===== src/rtl/ysyx_23060203_ifu.sv =====
// Instruction fetch unit: one outstanding I-mem read, a one-entry output buffer
// toward the IDU, and static backward-taken branch prediction.
module ysyx_23060203_ifu #(
  parameter logic [31:0] RESET_PC = 32'h3000_0000
) (
  input  logic        clock,
  input  logic        reset,
  input  logic        flush,
  input  logic [31:0] flush_dnpc,
  input  logic        jump_flush,
  input  logic [31:0] jump_dnpc,
  output logic        out_valid,
  input  logic        out_ready,
  output logic [31:0] out_pc,
  output logic [31:0] out_inst,
  output logic        mem_req_valid,
  input  logic        mem_req_ready,
  output logic [31:0] mem_req_addr,
  input  logic        mem_resp_valid,
  output logic        mem_resp_ready,
  input  logic [31:0] mem_resp_data
);

  localparam logic [0:0] REQ  = 1'b0;
  localparam logic [0:0] WAIT = 1'b1;

  logic [0:0]  state_q, state_d;
  logic [31:0] fetch_pc_q, fetch_pc_d;
  logic        valid_q, valid_d;
  logic        drop_q, drop_d;
  logic [31:0] pc_q, pc_d;
  logic [31:0] inst_q, inst_d;

  logic        redirect;
  logic [31:0] target;
  logic        req_fire;
  logic        resp_fire;
  logic        is_bwd_branch;
  logic [31:0] imm_b;
  logic [31:0] pred_pc;

  assign redirect       = flush | jump_flush;
  assign target         = (flush ? flush_dnpc : jump_dnpc) & ~32'h1;
  assign mem_req_valid  = (state_q == REQ);
  assign mem_req_addr   = {fetch_pc_q[31:2], 2'b00};
  // A response owed to a squashed fetch is always sunk, even with a full buffer.
  assign mem_resp_ready = drop_q | ~valid_q | out_ready;
  assign req_fire       = mem_req_valid & mem_req_ready;
  assign resp_fire      = (state_q == WAIT) & mem_resp_valid & mem_resp_ready;

  assign imm_b = {{19{mem_resp_data[31]}}, mem_resp_data[31], mem_resp_data[7],
                  mem_resp_data[30:25], mem_resp_data[11:8], 1'b0};
  assign is_bwd_branch = (mem_resp_data[6:0] == 7'b1100011) & mem_resp_data[31];
  assign pred_pc       = fetch_pc_q + (is_bwd_branch ? imm_b : 32'd4);

  assign out_valid = valid_q & ~flush;
  assign out_pc    = pc_q;
  assign out_inst  = inst_q;

  always_comb begin
    state_d    = state_q;
    fetch_pc_d = fetch_pc_q;
    valid_d    = valid_q;
    drop_d     = drop_q;
    pc_d       = pc_q;
    inst_d     = inst_q;

    if (valid_q && out_ready) valid_d = 1'b0;

    case (state_q)
      REQ: begin
        if (req_fire) begin
          state_d = WAIT;
          if (redirect) drop_d = 1'b1;
        end
      end
      WAIT: begin
        if (resp_fire) begin
          state_d = REQ;
          drop_d  = 1'b0;
          if (!drop_q && !redirect) begin
            pc_d       = fetch_pc_q;
            inst_d     = mem_resp_data;
            valid_d    = 1'b1;
            fetch_pc_d = pred_pc;
          end
        end else if (redirect) begin
          drop_d = 1'b1;
        end
      end
      default: state_d = REQ;
    endcase

    // Redirect squashes the buffered instruction regardless of out_ready.
    if (redirect) begin
      fetch_pc_d = target;
      valid_d    = 1'b0;
    end
  end

  always_ff @(posedge clock or posedge reset) begin
    if (reset) begin
      state_q    <= REQ;
      fetch_pc_q <= RESET_PC;
      valid_q    <= 1'b0;
      drop_q     <= 1'b0;
      pc_q       <= 32'h0;
      inst_q     <= 32'h0;
    end else begin
      state_q    <= state_d;
      fetch_pc_q <= fetch_pc_d;
      valid_q    <= valid_d;
      drop_q     <= drop_d;
      pc_q       <= pc_d;
      inst_q     <= inst_d;
    end
  end

endmodule


===== config.mk =====
export PLATFORM = sky130hd
export DESIGN_NAME = ysyx_23060203_ifu
export DESIGN_NICKNAME = d
export VERILOG_FILES = /design/src/rtl/ysyx_23060203_ifu.sv
export SDC_FILE = /design/constraint.sdc
export NUM_CORES = 1
export LEC_CHECK = 0
export BUFFER_PORTS_ARGS = -buffer_cell sky130_fd_sc_hd__buf_4
export CORE_MARGIN = 2
export CORE_UTILIZATION = 57
export CTS_BUF_LIST = sky130_fd_sc_hd__clkbuf_8
export DETAILED_ROUTE_END_ITERATION = 8
export GPL_TIMING_DRIVEN = 0
export HOLD_SLACK_MARGIN = 0.12
export PLACE_DENSITY_LB_ADDON = 0.2
export RECOVER_POWER = 100
export SLEW_MARGIN = 20
export SYNTH_ARGS = -nofsm -noshare
export SYNTH_HDL_FRONTEND = slang
export SYNTH_SLANG_ARGS = --single-unit

===== constraint.sdc =====
create_clock -name clock -period 6.7 [get_ports clock]
set_input_delay 1.005 -clock clock [delete_from_list [all_inputs] [get_ports clock]]
set_output_delay 1.005 -clock clock [all_outputs]
set_load 0.03 [all_outputs]

==> results of run 1 <==
-- final timing paths --
| path | slack (ns) | endpoint | cells past startpoint | startpoint |
|---|---|---|---|---|
| worst max-delay path | 1.37 | fetch_pc_q[28] | 14 | mem_resp_data[4] |
| max in group asynchronous | 2.03 | out_pc[13] | 3 | reset |
| min in group asynchronous | 1.02 | out_inst[13] | 2 | reset |
| worst max register to register | 3.67 | out_inst[24] | 7 | valid_q |
| worst min register to register | 0.49 | out_inst[12] | 2 | out_inst[12] |
| worst min-delay path | 0.49 | out_inst[12] | 2 | out_inst[12] |
-- sequential cells by signal (all words and copies together), names as in the netlist --
register,flops
drop_q,1
out_pc,31
valid_q,1
fetch_pc_q,31
out_inst,32
state_q,1
-- metrics by stage --
stage	instance area, um^2	utilization, %	std cells	power, mW
after floorplan	5990	-	728	1.52
after detailed placement	7670	74.6	1061	1.96
final	7460	72.6	1077	2.19
after global placement	7630	74.3	1060	1.92
after CTS	7870	76.6	1077	2.34
after global routing	7460	72.6	1077	2.30
-- cells in the mapped netlist (all sizes together) --
library cell	instances	area share [%]
fa	1	0.33
a21oi	76	6.5
a221oi	2	0.40
o21bai	6	0.82
o21a	3	0.38
a21boi	1	0.13
clkbuf	26	1.6
nand4b	1	0.15
and2	10	1.0
inv	11	0.69
clkinv	1	0.063
a31oi	4	0.42
nand3	8	0.67
xnor2	15	2.2
and4	3	0.48
o211a	1	0.17
nor4	2	0.21
a21o	11	1.4
o211ai	4	0.67
xor2	13	1.9
nor3	4	0.50
o221ai	7	1.0
o22ai	17	1.8
nand2	233	15
o21ai	38	3.3
and3	13	1.4
dfrtp	95	40
mux2i	3	0.50
a22o	2	0.29
dfstp	2	0.88
a41oi	2	0.54
o31ai	2	0.33
ha	30	6.3
or3	2	0.21
buf	39	4.6
nor2	21	1.4
nand2b	5	0.56
a22oi	1	0.36
nor2b	2	0.21
a211oi	3	0.54
nand4	5	0.63
conb	1	0.063
-- final cells by class --
class                   count  area share (%)
well taps                 136            2.28
repair buffers            197            15.7
clock buffers              10            1.84
multi-input cells         554            41.2
flip-flops and latches     97            32.6
inverters                  12           0.620
plain buffers              65            4.99
clock inverters             6           0.838
-- routing by layer --
layer | vias up | wire length (um) | GRT usage (%)
met5 | - | 0 | 0
met4 | 0 | 425 | 11.8
met3 | 37 | 1690 | 5.70
met2 | 280 | 9060 | 55.4
met1 | 2914 | 7660 | 43.9
li1 | 2868 | - | -
-- power groups by stage --
stage               clock network (mW)  registers [mW]  logic, mW
global placement                     0           0.881       1.04
floorplan                            0            1.19      0.332
global route                     0.418           0.898      0.986
finish                           0.393           0.881      0.917
CTS                              0.393           0.883       1.07
detailed placement                   0           0.894       1.06
-- cell families (layout without fill, tap and decap cells) --
family	Yosys count	count (layout)	synth area share, %
XOR/XNOR	28	28	4.10
other	1	3	0.0627
buffers and inverters	77	290	6.98
adder cells (fa/ha/maj)	31	31	6.61
AND/OR/NAND/NOR	309	309	22.1
flip-flops	97	97	40.6
multiplexers	3	3	0.502
AO/OA/AOI/OAI	180	180	19.1
-- worst min-delay path, cell delays in order (launching register included) --
cell and delay (ns):
dfrtp_1 0.36, nand2_1 0.05, nand2_1 0.05
==> results.rst, run 1 <==
.. list-table::
   :header-rows: 1

   * - Metric
     - Value
   * - Routed vias
     - 6099
   * - Wire length of the first global-routing pass
     - 29300 um
   * - Fmax achieved
     - 188 MHz
   * - Worst clock skew
     - 0.0106 ns
   * - Delay of the slowest critical-path stage
     - 1.10 ns
   * - Largest buffer count on any clock path
     - 2
   * - Final count of hold timing violations
     - 0
   * - Peak ir drop on the vdd network
     - 183 uV
   * - Top-Level Pins
     - 202
   * - Proportion of power drawn by flip-flops and latches
     - 40.2%
   * - CTS H-tree lvls
     - 3
   * - CP arrival
     - 5.65 ns
   * - Sequential cell area
     - 0.00243 mm^2
   * - Diode insertion count for antenna repair
     - 0
   * - CP Capture Type
     - register
   * - Drt initial violations
     - 421
   * - Final period demand of the worst path
     - 5.33 ns
   * - Data required, critical path
     - 7.02 ns
   * - Clk sink count
     - 97
   * - Clock-pin slew of the registers on the worst-case setup and hold paths
     - 0.10 ns
   * - Fin. max-slew vios
     - 101
   * - Hold Buf Count CTS
     - 0
   * - Post-synthesis register bit count
     - 97
   * - Commonest cells after routing, fill and taps aside
     - nand2_1 (233), buf_4 (131), clkbuf_1 (108)
   * - Final setup margin
     - 1.37 ns
   * - Number of antenna-violating nets in the routed design
     - 0
   * - Smallest hold slack
     - 0.486 ns
   * - Final-layout setup total negative slack
     - 0 ns
   * - Relative area change from synthesis to final layout
     - 24.7%
   * - Transition time at the pin with the least slew margin
     - 3.21 ns
   * - Wire length per cell after detailed routing
     - 17.5 um
   * - Detailed Route WL
     - 18800 um
   * - Number of buffers and inverters on the critical path
     - 2
   * - Fill count
     - 883
   * - Multi-input logic area
     - 0.00307 mm^2
   * - Proportion of power drawn by the clock network
     - 18.0%
   * - Power density cells
     - 293 mW/mm^2
   * - Count of buffers added by post-CTS timing repair for setup
     - 0
   * - Violations in the final reports
     - max-capacitance violations, max-slew violations
   * - Port Buffers
     - 196
   * - Via count of the first global-routing pass
     - 5856
   * - Initial core utilization
     - 58.2%
   * - Residual DRC
     - 0
   * - Hold Path Class
     - register to register
   * - Combinational fraction of design power
     - 41.9%
   * - Sequential cell area fraction in the yosys report
     - 40.6%
   * - Ordered list of cells on the worst path
     - clkbuf_4 > nand4b_1 > nor4_1 > clkbuf_1 > and2_0 > ha_1 > a21oi_1 > o211ai_1 > a22oi_1 > a21oi_1 > a221oi_2 > o21ai_1 > xnor2_1 > o21ai_1
   * - Switching Fraction
     - 46.2%
   * - Setup repair after global routing missed its margin
     - false
   * - Cell-internal power
     - 1.18 mW
   * - Synthesized area
     - 0.00598 mm^2
   * - Synth Instances
     - 726
   * - Net count reported at finish
     - 1070
   * - CTS tree
     - yes
   * - Post-route fraction of the period consumed by the critical path
     - 79.6%
   * - Global Route Usage Sum
     - 33.2%
   * - Net Switching
     - 1.01 mW
   * - Placeable core area
     - 0.0103 mm^2
   * - Routed vias/inst
     - 5.66
   * - CTS buffer count
     - 9
   * - Fraction of final layout cells sized beyond drive strength 1
     - 19.0%
   * - Initial antenna violation count
     - 0
   * - Pleak
     - 3.76 nW
   * - Clock tree root driver cell
     - clkbuf_8
   * - Maximum Capacitance Violations
     - 3
   * - Cell type group with the largest total delay on the critical path
     - compound AO/OA/AOI/OAI gates
   * - Final setup violation count
     - 0
   * - Total number of placement rows
     - 37
   * - Crit path kind
     - input port to register
   * - Count of yosys warnings during synthesis
     - 0
   * - Worst-path fanout max
     - 28
   * - Resized cells post-CTS
     - 0
   * - Status
     - finished with violations
   * - Synth unique cells
     - 58
   * - Die width
     - 106 um
   * - Slew Limit Headroom
     - -114%
   * - Cell with the biggest individual delay on the critical path
     - clkbuf_1
   * - Number of detailed-route iterations in the first pass
     - 5
   * - Gpl congestion
     - 0.936
   * - Startpoint type of the worst setup path
     - input port
   * - Worst skew pair latency
     - 0.39 ns
   * - Worst Setup Slack post-DPL
     - 1.81 ns
   * - Die area
     - 0.0113 mm^2
   * - Commonest non-fill, non-tap cell in the layout
     - nand2_1
   * - Total gr overflow
     - 0
   * - Largest net degree at the start of global routing
     - 60
   * - Mean instance size in the synthesized netlist
     - 8.24 um^2
   * - Total half-perimeter wirelength after legalization and detailed placement
     - 14100 um
   * - Vertical die dimension
     - 106 um
Note: power is estimated with default switching activity, not from simulation.
==> inputs of run 2 (changes only) <==
Settings changed: CORE_UTILIZATION 57 to 48.
Clock period 6.7 ns to 4.79 ns, I/O delays scaled along.
==> results.rst, run 2 (synthesized netlist as in run 1, its figures left out) <==
.. list-table::
   :header-rows: 1

   * - Metric
     - Value
   * - Status
     - finished with violations
   * - Violations in the final reports
     - max-capacitance violations, max-slew violations
   * - Total gr overflow
     - 0 (unchanged)
   * - Max FFs per register
     - 32 (unchanged)
   * - Diode insertion count for antenna repair
     - 0 (unchanged)
   * - Count of buffers added by post-CTS timing repair for setup
     - 0 (unchanged)
   * - Placeable core area
     - 0.0121 mm^2 (+18%)
   * - Hold Path Class
     - register to register
   * - Reg-to-reg critical path endpoint
     - out_inst[23]
   * - Pleak
     - 3.79 nW (+0.78%)
   * - Startpoint type of the worst setup path
     - input port
   * - Number of detailed-route iterations in the first pass
     - 5 (unchanged)
   * - Commonest cells after routing, fill and taps aside
     - nand2_1 (233), buf_4 (132), clkbuf_1 (108)
   * - Beginning of the worst register-to-register path
     - valid_q
   * - Maximum Capacitance Violations
     - 2 (-1)
   * - CTS buffer count
     - 9 (unchanged)
   * - Wire length per cell after detailed routing
     - 16.6 um (-5.0%)
   * - HP Start
     - out_pc[23]
   * - Top-Level Pins
     - 202 (unchanged)
   * - Post-route fraction of the period consumed by the critical path
     - 87.7%
   * - Data required, critical path
     - 5.11 ns (-1.91 ns)
   * - Routed vias
     - 5880 (-3.6%)
   * - Via count of the first global-routing pass
     - 5555 (-5.1%)
   * - Worst-path fanout max
     - 28 (unchanged)
   * - Wire length of the first global-routing pass
     - 28400 um (-3.0%)
   * - Relative area change from synthesis to final layout
     - 25.5%
   * - Final setup margin
     - 0.589 ns (-0.780 ns)
   * - Drt initial violations
     - 333 (-21%)
   * - Initial core utilization
     - 49.4% (-8.8 points)
   * - Total half-perimeter wirelength after legalization and detailed placement
     - 13600 um (-3.6%)
   * - Final setup violation count
     - 0 (unchanged)
   * - Die width
     - 116 um (+8.6%)
   * - Slack of the worst reg-to-reg path
     - 1.77 ns (-1.90 ns)
   * - Routed vias/inst
     - 5.31 (-6.3%)
   * - Largest net degree at the start of global routing
     - 73 (+22%)
   * - CTS tree
     - yes
   * - Port Buffers
     - 196 (unchanged)
   * - Total number of placement rows
     - 40 (+8.1%)
   * - CP Capture Type
     - register
   * - Detailed Route WL
     - 18400 um (-2.3%)
   * - Slew Limit Headroom
     - -21.2% (+93 points)
   * - Initial antenna violation count
     - 0 (unchanged)
   * - Commonest non-fill, non-tap cell in the layout
     - nand2_1
   * - Delay of the slowest critical-path stage
     - 0.65 ns (-0.45 ns)
   * - Overall Power
     - 3.05 mW (+39%)
   * - Worst Setup Slack post-DPL
     - 0.0288 ns (-1.78 ns)
   * - Final-layout setup total negative slack
     - 0 ns (unchanged)
   * - Final period demand of the worst path
     - 4.20 ns
   * - Worst clock skew
     - 0.0127 ns (+0.00217 ns)
   * - Destination of the worst hold path
     - out_pc[23]
   * - Clock-pin slew of the registers on the worst-case setup and hold paths
     - 0.09 ns (about the same)
   * - Power density cells
     - 406 mW/mm^2 (+38%)
   * - Clock tree root driver cell
     - clkbuf_8
   * - Setup repair after global routing missed its margin
     - false
   * - CP arrival
     - 4.52 ns (-1.13 ns)
   * - Clk sink count
     - 97 (unchanged)
   * - Fin. max-slew vios
     - 73 (-28%)
   * - Hold depth
     - 2 (unchanged)
   * - CTS H-tree lvls
     - 3 (unchanged)
   * - Final count of hold timing violations
     - 0 (unchanged)
   * - Fraction of final layout cells sized beyond drive strength 1
     - 19.1% (+0.13 points)
   * - Net count reported at finish
     - 1070 (unchanged)
   * - Worst skew pair latency
     - 0.39 ns (about the same)
   * - Gpl congestion
     - 0.943 (+0.75%)
   * - Resized cells post-CTS
     - 0 (unchanged)
   * - Cell with the biggest individual delay on the critical path
     - clkbuf_2
   * - Peak ir drop on the vdd network
     - 236 uV (+29%)
   * - Crit path kind
     - input port to register
   * - Die area
     - 0.0134 mm^2 (+18%)
   * - Ordered list of cells on the worst path
     - clkbuf_4 > nand4b_1 > nor4_2 > clkbuf_2 > and2_0 > ha_1 > a21oi_1 > o211ai_1 > a22oi_4 > a21oi_2 > a221oi_2 > o21ai_0 > xnor2_1 > o21ai_1
   * - Number of antenna-violating nets in the routed design
     - 0 (unchanged)
   * - Global Route Usage Sum
     - 27.6% (-5.6 points)
   * - Hold Buf Count CTS
     - 0 (unchanged)
   * - Transition time at the pin with the least slew margin
     - 1.82 ns (-1.39 ns)
   * - Residual DRC
     - 0 (unchanged)
   * - Vertical die dimension
     - 116 um (+8.6%)
   * - R2r worst-path depth
     - 7 (unchanged)
   * - Largest buffer count on any clock path
     - 2 (unchanged)
   * - Fmax achieved
     - 238 MHz
   * - Fill count
     - 1180 (+34%)
-- run 2: report_power, final --
group / leakage [nW] / switching, mW / internal [mW]
sequential: 1.21 / 0.157 / 1.07
combinational: 2.49 / 0.907 / 0.362
clock: 0.0917 / 0.312 / 0.240
-- run 2: layout make-up --
cell class                      count  area [um^2]  share of cell area, %
Multi-Input combinational cell    554         3090                   41.2
Tap cell                          168          210                   2.80
Clock buffer                        9          124                   1.65
Timing Repair Buffer              197         1160                   15.5
Inverter                           12         46.3                  0.616
Clock inverter                      6         67.6                  0.900
Buffer                             65          374                   4.98
Sequential cell                    97         2430                   32.4
-- run 2: critical path, delay by kind of cell --
kind / cells / cell delay [ns]
AO/OA/AOI/OAI: 7 / 1.57
XOR/XNOR: 1 / 0.15
adder cells (fa/ha/maj): 1 / 0.28
buffers and inverters: 2 / 0.76
AND/OR/NAND/NOR: 3 / 1.01
-- run 2: how the worst max path moves through the flow --
stage	endpoint	slack (ns)	start	cells past startpoint
2_1_floorplan	fetch_pc_q[28]	0.84	mem_resp_data[4]	13
3_3_place_gp	fetch_pc_q[18]	-0.40	mem_resp_data[4]	14
3_5_place_dp	fetch_pc_q[18]	0.03	mem_resp_data[4]	14
4_1_cts	fetch_pc_q[18]	0.43	mem_resp_data[4]	14
5_1_grt	fetch_pc_q[30]	0.28	mem_resp_data[4]	14
6_report	fetch_pc_q[28]	0.59	mem_resp_data[4]	14
-- run 2: metrics by stage --
step	util, %	hold WS, ns	area, um^2	std cells
2_1_floorplan	-	0.467	5990	728
3_3_place_gp	63.4	0.459	7670	1092
3_5_place_dp	63.6	0.463	7710	1093
4_1_cts	65.2	0.265	7900	1108
5_1_grt	62.0	0.502	7510	1108
6_report	62.0	0.477	7510	1108
-- run 2: layer usage --
layer  wire length, um  global-route usage (%)  up-vias  part of all wire [%]
li1                  -                       -     2858                     -
met1              8290                    37.8     2756                    45
met2              8420                    44.3      236                    46
met3              1270                    5.07       30                   6.9
met4               435                    9.52        0                   2.4
met5                 0                       0        -                     0
==> inputs of run 3 (changes only) <==
Settings changed: CORE_UTILIZATION 48 to 53.
Clock period 4.79 ns to 4.25 ns, I/O delays scaled along.
==> results.rst, run 3 (synthesized netlist as in run 1, its figures left out) <==
.. list-table::
   :header-rows: 1

   * - Metric
     - Value
   * - Placeable core area
     - 0.0109 mm^2 (-9.7%)
   * - Initial core utilization
     - 54.7% (+5.3 points)
   * - Clock-pin slew of the registers on the worst-case setup and hold paths
     - 0.11 ns (+0.02 ns)
   * - Overall Power
     - 3.46 mW (+13%)
   * - Hold Buf Count CTS
     - 0 (unchanged)
   * - Switching Fraction
     - 46.4% (+1.2 points)
   * - Wire length per cell after detailed routing
     - 18.0 um (+8.5%)
   * - Fin. max-slew vios
     - 92 (+26%)
   * - Gpl congestion
     - 0.906 (-3.9%)
   * - Resized cells post-CTS
     - 0 (unchanged)
   * - Initial antenna violation count
     - 0 (unchanged)
   * - CTS tree
     - yes
   * - Relative area change from synthesis to final layout
     - 25.1%
   * - R2r worst-path depth
     - 7 (unchanged)
   * - Detailed Route WL
     - 19500 um (+5.9%)
   * - Net Switching
     - 1.60 mW (+17%)
   * - Max FFs per register
     - 32 (unchanged)
   * - Slack of the worst reg-to-reg path
     - 1.16 ns (-0.61 ns)
   * - Largest buffer count on any clock path
     - 2 (unchanged)
   * - Data required, critical path
     - 4.50 ns (-0.61 ns)
   * - Core utilization of the finished layout
     - 68.4% (+6.4 points)
   * - CTS buffer count
     - 9 (unchanged)
   * - Proportion of power drawn by the clock network
     - 17.9% (-0.2 points)
   * - Delay of the slowest critical-path stage
     - 0.64 ns (about the same)
   * - CTS H-tree lvls
     - 3 (unchanged)
   * - Final setup violation count
     - 0 (unchanged)
   * - Largest net degree at the start of global routing
     - 81 (+11%)
   * - Proportion of power drawn by flip-flops and latches
     - 40.0% (-0.2 points)
   * - Count of buffers added by post-CTS timing repair for setup
     - 0 (unchanged)
   * - Global Route Usage Sum
     - 31.8% (+4.2 points)
   * - Crit path kind
     - input port to register
   * - Routed vias
     - 6153 (+4.6%)
   * - Power density cells
     - 462 mW/mm^2 (+14%)
   * - Clock tree root driver cell
     - clkbuf_8
   * - Combinational fraction of design power
     - 42.1% (+0.4 points)
   * - Peak ir drop on the vdd network
     - 293 uV (+24%)
   * - Worst-path fanout max
     - 28 (unchanged)
   * - Die width
     - 110 um (-4.7%)
   * - Routed vias/inst
     - 5.69 (+7.3%)
   * - Net count reported at finish
     - 1070 (unchanged)
   * - Final period demand of the worst path
     - 3.98 ns
   * - Vertical die dimension
     - 110 um (-4.7%)
   * - Cell-internal power
     - 1.85 mW (+11%)
   * - Placed cells
     - 1065 (-2.6%)
   * - CP arrival
     - 4.24 ns (-0.28 ns)
   * - Via count of the first global-routing pass
     - 5769 (+3.9%)
   * - Port Buffers
     - 196 (unchanged)
   * - Drt initial violations
     - 394 (+18%)
   * - Die area
     - 0.0122 mm^2 (-9.1%)
   * - Most used cell, CP
     - a21oi_1
   * - Violations in the final reports
     - max-capacitance violations, max-slew violations
   * - Pleak
     - 3.80 nW (+0.30%)
   * - Residual DRC
     - 0 (unchanged)
   * - Reg-to-reg critical path endpoint
     - out_inst[14]
   * - Number of antenna-violating nets in the routed design
     - 0 (unchanged)
   * - Slew Limit Headroom
     - -35.4% (-14 points)
   * - Commonest cells after routing, fill and taps aside
     - nand2_1 (233), buf_4 (133), clkbuf_1 (110)
   * - Total gr overflow
     - 0 (unchanged)
   * - Worst skew pair latency
     - 0.40 ns (about the same)
   * - Wire length of the first global-routing pass
     - 29300 um (+3.0%)
   * - Number of detailed-route iterations in the first pass
     - 5 (unchanged)
   * - Transition time at the pin with the least slew margin
     - 2.03 ns (+0.213 ns)
   * - Maximum Capacitance Violations
     - 2 (unchanged)
   * - Count of non-filler cells in the finished layout
     - 1081 (-2.4%)
   * - Setup repair after global routing missed its margin
     - false
   * - Post-route fraction of the period consumed by the critical path
     - 93.7%
   * - Total number of placement rows
     - 38 (-5.0%)
   * - Clk sink count
     - 97 (unchanged)
   * - Fmax achieved
     - 251 MHz
   * - Startpoint type of the worst setup path
     - input port
   * - Cell with the biggest individual delay on the critical path
     - clkbuf_2
   * - Top-Level Pins
     - 202 (unchanged)
   * - Commonest non-fill, non-tap cell in the layout
     - nand2_1
   * - Hold Path Class
     - input port to asynchronous set/reset pin
   * - CP Capture Type
     - register
   * - Fraction of final layout cells sized beyond drive strength 1
     - 19.3% (+0.19 points)
   * - Total half-perimeter wirelength after legalization and detailed placement
     - 14400 um (+6.4%)
   * - Beginning of the worst register-to-register path
     - valid_q
   * - Ordered list of cells on the worst path
     - clkbuf_4 > nand4b_1 > nor4_2 > clkbuf_2 > and2_0 > ha_1 > a21oi_1 > o211ai_1 > a21oi_1 > o211a_1 > o21ai_0 > xnor2_1 > o221ai_1
   * - Worst clock skew
     - 0.0140 ns (+0.00128 ns)
   * - Status
     - finished with violations
   * - Diode insertion count for antenna repair
     - 0 (unchanged)
   * - Final count of hold timing violations
     - 0 (unchanged)
-- run 3: changes by cell type in the layout (fill, tap and decap cells not counted), sizes merged --
cell | previous run | this run
buf | 138 | 139
bufinv | 1 | 0
clkinv | 3 | 4
clkinvlp | 3 | 1
inv | 11 | 13
-- run 3: area by class of cell --
class,instances,area (um^2)
plain buffers,65,374
repair buffers,197,1160
clock inverters,6,57.6
multi-input cells,554,3110
well taps,140,175
fillers,1006,3450
clock buffers,10,138
inverters,12,46.3
flip-flops and latches,97,2430
-- run 3: per-stage QoR --
stage	area, um^2	setup WS (ns)	hold slack [ns]	TNS [ns]
CTS	7870	0.0720	0.159	0
global placement	7640	-0.663	0.460	-15.49
finish	7480	0.266	0.346	0
global route	7480	0.0593	0.392	0
floorplan	5990	0.380	0.467	0
detailed placement	7670	-0.345	0.464	-3.48
-- run 3: layer usage --
layer,GRT usage [%],share of wire (%),wire length (um)
met3,6.82,9.0,1760
met5,0,0,0
met2,52.6,48,9260
met1,41.5,42,8100
met4,10.9,1.9,378
-- run 3: worst max-delay path, delay by kind of cell --
kind,cells,cell delay (ns)
AO/OA/AOI/OAI,6,1.35
XOR/XNOR,1,0.21
adder cells (fa/ha/maj),1,0.28
buffers and inverters,2,0.76
AND/OR/NAND/NOR,3,0.99
-- run 3: worst max path at each step --
stage	start	endpoint	slack [ns]	cells after the start
6_report	mem_resp_data[4]	fetch_pc_q[21]	0.27	13
5_1_grt	mem_resp_data[4]	fetch_pc_q[28]	0.06	14
4_1_cts	mem_resp_data[4]	fetch_pc_q[18]	0.07	14
3_5_place_dp	mem_resp_data[4]	fetch_pc_q[18]	-0.35	14
3_3_place_gp	mem_resp_data[4]	fetch_pc_q[21]	-0.66	13
2_1_floorplan	mem_resp_data[4]	fetch_pc_q[28]	0.38	13
-- run 3: power by group through the flow --
stage,Combinational (mW),Sequential (mW),Clock (mW)
after global routing,1.57,1.41,0.653
final,1.46,1.38,0.618
after detailed placement,1.69,1.40,0
after global placement,1.65,1.39,0
after floorplan,0.523,1.87,0
after CTS,1.69,1.39,0.616
